<file path="src/rtl/pll_lock_supervisor.sv">
// PLL reset sequencer and lock qualifier: pulses PLL reset, waits for a debounced lock, retries on
// timeout and releases sys_rst only in RUN. Define PLL_SUP_LOSS_COUNTER_EN to count lock losses.
module pll_lock_supervisor #(
    parameter int unsigned RST_PULSE_CYC    = 16,
    parameter int unsigned LOCK_TIMEOUT_CYC = 50000,
    parameter int unsigned LOCK_STABLE_CYC  = 1024,
    parameter int unsigned MAX_RETRY        = 4,
    parameter int unsigned CNT_W            = 20
) (
    input  logic       clk,
    input  logic       rst,
    input  logic       pll_lock,
    output logic       pll_rst,
    output logic       sys_rst,
    output logic       locked_ok,
    output logic       fail,
    output logic [2:0] retry_cnt,
    output logic [7:0] loss_cnt
);

    typedef enum logic [2:0] {
        StReset,
        StWaitLock,
        StStable,
        StRun,
        StFail
    } state_e;

    localparam logic [CNT_W-1:0] PulseLast   = CNT_W'(RST_PULSE_CYC - 1);
    localparam logic [CNT_W-1:0] TimeoutLast = CNT_W'(LOCK_TIMEOUT_CYC - 1);
    localparam logic [CNT_W-1:0] StableLast  = CNT_W'(LOCK_STABLE_CYC - 1);
    localparam logic [2:0]       MaxRetry    = 3'(MAX_RETRY);

    state_e           state_q, state_d;
    logic [CNT_W-1:0] cnt_q, cnt_d;
    logic [CNT_W-1:0] stab_q, stab_d;
    logic [2:0]       retry_q, retry_d;
    logic [1:0]       sync_q, sync_d;

    logic       lock_sync;
    logic       timeout;
    logic [2:0] retry_next;

    assign sync_d     = {sync_q[0], pll_lock};
    assign lock_sync  = sync_q[1];
    assign timeout    = (cnt_q == TimeoutLast);
    assign retry_next = retry_q + 3'd1;

    always_comb begin
        state_d = state_q;
        cnt_d   = cnt_q;
        stab_d  = stab_q;
        retry_d = retry_q;
        unique case (state_q)
            StReset: begin
                if (cnt_q == PulseLast) begin
                    cnt_d   = '0;
                    state_d = StWaitLock;
                end else begin
                    cnt_d = cnt_q + 1'b1;
                end
            end
            StWaitLock: begin
                if (lock_sync) begin
                    state_d = StStable;
                    stab_d  = '0;
                    // Hold at the terminal value so STABLE still sees the expiry.
                    cnt_d   = timeout ? cnt_q : cnt_q + 1'b1;
                end else if (timeout) begin
                    retry_d = retry_next;
                    cnt_d   = '0;
                    state_d = (retry_next == MaxRetry) ? StFail : StReset;
                end else begin
                    cnt_d = cnt_q + 1'b1;
                end
            end
            StStable: begin
                if (lock_sync && stab_q == StableLast) begin
                    state_d = StRun;
                    cnt_d   = '0;
                    retry_d = '0;
                end else if (timeout) begin
                    retry_d = retry_next;
                    cnt_d   = '0;
                    state_d = (retry_next == MaxRetry) ? StFail : StReset;
                end else if (!lock_sync) begin
                    state_d = StWaitLock;
                    cnt_d   = cnt_q + 1'b1;
                end else begin
                    stab_d = stab_q + 1'b1;
                    cnt_d  = cnt_q + 1'b1;
                end
            end
            StRun: begin
                if (!lock_sync) begin
                    state_d = StReset;
                    cnt_d   = '0;
                end
            end
            StFail: begin
                state_d = StFail;
            end
            default: begin
                state_d = StReset;
                cnt_d   = '0;
            end
        endcase
    end

    always_ff @(posedge clk) begin
        if (rst) begin
            state_q <= StReset;
            cnt_q   <= '0;
            stab_q  <= '0;
            retry_q <= '0;
            sync_q  <= '0;
        end else begin
            state_q <= state_d;
            cnt_q   <= cnt_d;
            stab_q  <= stab_d;
            retry_q <= retry_d;
            sync_q  <= sync_d;
        end
    end

    always_comb begin
        pll_rst   = (state_q == StReset) || (state_q == StFail);
        sys_rst   = (state_q != StRun);
        locked_ok = (state_q == StRun);
        fail      = (state_q == StFail);
        retry_cnt = retry_q;
    end

`ifdef PLL_SUP_LOSS_COUNTER_EN
    logic [7:0] loss_q, loss_d;

    always_comb begin
        loss_d = loss_q;
        if (state_q == StRun && !lock_sync && loss_q != 8'hFF) begin
            loss_d = loss_q + 8'd1;
        end
    end

    always_ff @(posedge clk) begin
        if (rst) begin
            loss_q <= '0;
        end else begin
            loss_q <= loss_d;
        end
    end

    assign loss_cnt = loss_q;
`else
    assign loss_cnt = 8'd0;
`endif

endmodule
</file>
<file path="config.mk">
export PLATFORM = sky130hd
export DESIGN_NAME = pll_lock_supervisor
export DESIGN_NICKNAME = d
export VERILOG_FILES = /design/src/rtl/pll_lock_supervisor.sv
export SDC_FILE = /design/constraint.sdc
export NUM_CORES = 1
export LEC_CHECK = 0
export CAP_MARGIN = 20
export CORE_ASPECT_RATIO = 1.4
export CORE_MARGIN = 2
export CORE_UTILIZATION = 63
export CTS_CLUSTER_DIAMETER = 80
export DETAILED_ROUTE_END_ITERATION = 8
export HOLD_SLACK_MARGIN = 0.02
export PLACE_DENSITY = 0.83
export SLEW_MARGIN = 20
export SYNTH_ARGS = -nofsm -noshare
export SYNTH_HDL_FRONTEND = slang
export SYNTH_SLANG_ARGS = --single-unit
</file>
<file path="constraint.sdc">
create_clock -name clk -period 3.9 [get_ports clk]
set_clock_uncertainty 0.2 [all_clocks]
set_input_delay 0.78 -clock clk [delete_from_list [all_inputs] [get_ports clk]]
set_output_delay 0.78 -clock clk [all_outputs]
set_load 0.02 [all_outputs]
</file>
# After elaboration in Yosys (flattened, before gate mapping)
# Index checks and enable logic that the tools add are counted.
# word_totals
input_bits	3
reg_bits	48
elab_cells	61
out_inout_bits	15
# classes
n_reduce_logical	8
mux	25
add_sub_neg	3
eq_ne	19
bitwise_logic	1
# ops
cell	n
$mux W20	10
$pmux W20 S5	1
$add A20 B1 Y20 const B	2
$pmux W20 S2	1
$mux W3	11
$eq A20 B10 Y1 const B	1
$eq A20 B16 Y1 const B	1
$eq A20 B4 Y1 const B	1
$pmux W3 S5	1
$ne A2 B2 Y1 const B	7
$eq A3 B2 Y1 const B	2
$eq A3 B3 Y1 const B	2
$ne A3 B3 Y1 const B	2
$pmux W3 S2	1
$reduce_and A5 Y1	1
$ne A4 B4 Y1 const B	1
$reduce_and A4 Y1	1
$add A3 B1 Y3 const B	1
$eq A3 B1 Y1 const B	1
$logic_not A3 Y1	1
$ne A3 B2 Y1 const B	1
$reduce_and A3 Y1	1
$reduce_and A2 Y1	1
$reduce_bool A2 Y1	1
other kinds (3)	3

# Longest topological paths before layout
# depth
ltp_word	6
ltp_mapped	10

# Least setup slack after synthesis
# Ideal clock, no wire load.
# synth_path
path_type	reg-to-reg
from	register cnt_q[0]
to	register cnt_q[0]
path_buffers	2
slack_ps	1711
t_required_ps	3583
arrival_time_ps	1871
synth_period_minus_slack_ps	2189
path_stages_with_launch	10
path_cell_list	dfxtp_1 ha_1 and2_1 buf_2 nand4_2 or3_1 o21ai_0 a31o_2 buf_2 nor2_1
# synth_via
elab_chain_cells	4
elab_cells_between_ends	11
# synth_lines
item	line_no	text
start, declared	35	logic [CNT_W-1:0] cnt_q, cnt_d;
start signal, assigned	119	cnt_q <= cnt_d;
$add A20 B1 Y20 / $eq A20 B16 Y1 (equally long branches)	n/a	
$mux W20, on equally long branches	69, 68	
$mux W20, on equally long branches	78, 64	
$pmux W20 S5	54	unique case (state_q)
# Parallel ways exist; a longest one is shown, timed or not. The select of a mux whose other input is x is not followed.
# A chain may end at the register's enable or synchronous reset.

# Worst setup path in the final report
# layout_path
from	register state_q[0]
to	output locked_ok
# layout_via
elab_chain_cells	1
# layout_lines
item	line_no	text
start, declared	34	state_e state_q, state_d;
start signal, assigned	112	state_q <= StReset;
start signal, assigned	118	state_q <= state_d;
$eq A3 B2 Y1	129	locked_ok = (state_q == StRun);
end, declared	15	output logic locked_ok,
# Every way passes these cells.

==> impl_metrics.yaml <==
run_status:
  status: "finished clean"
worst_setup_path:
  crit_type: "reg2out"
  path_max_fanout: 7
  endpoint_kind: "primary output"
  required_ns: 2.92
  reg2regPathDepth: 7
  crit_path_start_kind: "flip-flop"
  worstPathArrival_ns: 1.81
global_routing:
  grt_pass1_wl_um: 8650
  grt_overflow: 0
  grt_start_max_net_pins: 26
  antenna_found_initial: 0
  track_usage_pct: 23.7
  grt_pass1_vias: 2076
synth:
  yosysWarnings: 0
  synth.most_common_cell: "dfxtp_1"
  synth_area_sq_um: 2570
  syn_avg_cell_area_sq_um: 8.31
  yosys-top-cells-count: "dfxtp_1, nor2_1, nand2_1"
  ys_seq_elements: 48
  synth_async_sr_flop_share_pct: 0
  synth_top_area_share_pct: 37.4
  seq_area_frac_synth_pct: 37.4
  ys.flop_type: "dfxtp_1"
  synth_edf_count: 0
  synthCells: 309
  synth_cell_types: 51
  synthTopCellsByArea: "dfxtp_1, nor2_1, xor2_1, nand3_1, xnor2_1"
  synth_top_area_cell: "dfxtp_1"
floorplan:
  core_area_sq_um: 3920
  pin_count: 18
  rows: 27
  floorplan.initialDensity_pct: 65.5
  dieArea_sq_um: 4610
  die_h_um: 79.6
  die_x_um: 58.0
route:
  wl_um: 5120
  wl_met3_um: 159
  drtAntennaViolNets: 0
  drtIter0Drc: 85
  met2_length_um: 2750
  met1_length_um: 2120
  post-route-drc-count: 0
  firstDrtPassIters: 4
  top_layer_used: "met4"
  routedWlPerCell_um: 14.5
  vias_per_cell: 6.19
  vias: 2191
pwr:
  cellLeakagePower_nw: 0.913
  total_power_mw: 0.829
  powerDensity_nw_per_um2: 307
  vdd_drop_max_uv: 287
sta:
  post-route-period-util_pct: 71.6
  period_needed_ns: 2.79
  timing.hold.ws_ns: 0.252
  fmax_mhz: 358
  finalSetupTns_ns: 0
  report.final.slew_viol_count: 0
  hold_viol_final: 0
  rsz0062_at_grt: "false"
  slew_headroom_pct: 54.1
  finalSetupViolations: 0
  tightest_slew_ns: 0.684
  fin_ws_ns: 1.11
min_path:
  min_path_type: "reg2reg"
  holdPathStages: 1
cts:
  cts_tree: "built"
  root_buffer: "clkbuf_8"
  worstSkewPairLatency_ns: 0.30
  clk_pin_slew_worst_paths_ns: 0.08
  cts_max_path_buffers: 2
  cts_sinks: 48
  cts_buffers: 5
  cts_resized: 0
  cts_htree_levels: 2
  cts_hold_buf: 0
  post_cts_buffers: 0
run:
  drv_cap: 0
layout:
  drive_gt1_share_pct: 6.75
  n_antenna_cell: 0
  stdcell_area_sq_um: 2700
  num-nets-final: 317
  areaGrowthSynthToFinish_pct: 4.97
place:
  gp_congestion: 0.848
  dpl.hpwl_um: 3710
  place_ws_ns: 1.05
  io_buffers: 9
  placed_cell_area_sq_um: 2610
## kinds of logic (layout without fill, tap and decap cells)
| group | Yosys count | in the layout | share of synthesized area [%] |
|---|---|---|---|
| other | 1 | 8 | 0.146 |
| AOI/OAI and AO/OA | 49 | 49 | 13.1 |
| muxes | 2 | 2 | 0.779 |
| adders and majority gates | 4 | 4 | 1.95 |
| DFF | 48 | 48 | 37.4 |
| and+or+nand+nor | 154 | 154 | 32.3 |
| buffers and inverters | 26 | 21 | 5.75 |
| xor gates and xnor gates | 25 | 25 | 8.52 |
## where the power goes
part	total, mW	switching [mW]	internal [mW]
sequential	0.498	0.00419	0.493
combinational	0.0281	0.0209	0.00726
clock	0.303	0.158	0.145
total	0.829	0.183	0.645
## through the flow
| step | std cells | utilization [%] |
|---|---|---|
| floorplan | 316 | - |
| global placement | 346 | 66.5 |
| detailed placement | 346 | 66.5 |
| CTS | 354 | 68.8 |
| global route | 354 | 68.8 |
| finish | 354 | 68.8 |
## worst paths after layout
path	from	end	slack, ns
setup / recovery	state_q[0]	locked_ok	1.11
hold / removal	sync_q[0]	sync_q[1]	0.25
hold reg to reg	sync_q[0]	sync_q[1]	0.25
setup reg to reg	cnt_q[0]	cnt_q[17]	1.28
## cell usage in the layout (no fill, tap or decap), drive strengths merged, types with 3 or more instances in the layout
cell	count
a21oi	15
and3	5
and4	3
clkbuf	8
clkdlybuf4s50	9
conb	8
dfxtp	48
ha	4
inv	4
nand2	23
nand3	21
nand4	14
nor2	40
nor2b	4
nor3	8
nor3b	3
nor4	8
nor4b	3
o211ai	6
o21ai	14
or3	9
or4	7
xnor2	11
xor2	14
## metal layers
layer	global-route usage, %	vias to the layer above
met2	44.1	47
li1	-	1092
met3	3.40	8
met1	25.3	1044
met4	11.4	0
met5	0	-
## sequential cells by signal (all words and copies together) (netlist names)
| name | flops |
|---|---|
| retry_cnt | 3 |
| state_q | 3 |
| stab_q | 20 |
| cnt_q | 20 |
| sync_q | 2 |
## critical path, stage by stage (launching register included)
cell and delay (ns):
dfxtp_1 0.45, nor2b_1 0.26, nand2_1 0.10, inv_1 0.10, clkdlybuf4s50_1 0.60
## final cells by class
class                           instances  area [sq um]
Multi-Input combinational cell        242          1490
Fill cell                             327          1220
Sequential cell                        48           961
Inverter                                4          15.0
Tap cell                               43          53.8
Clock buffer                            8          90.1
Timing Repair Buffer                    9          90.1
(Power assumes the default switching activity.)
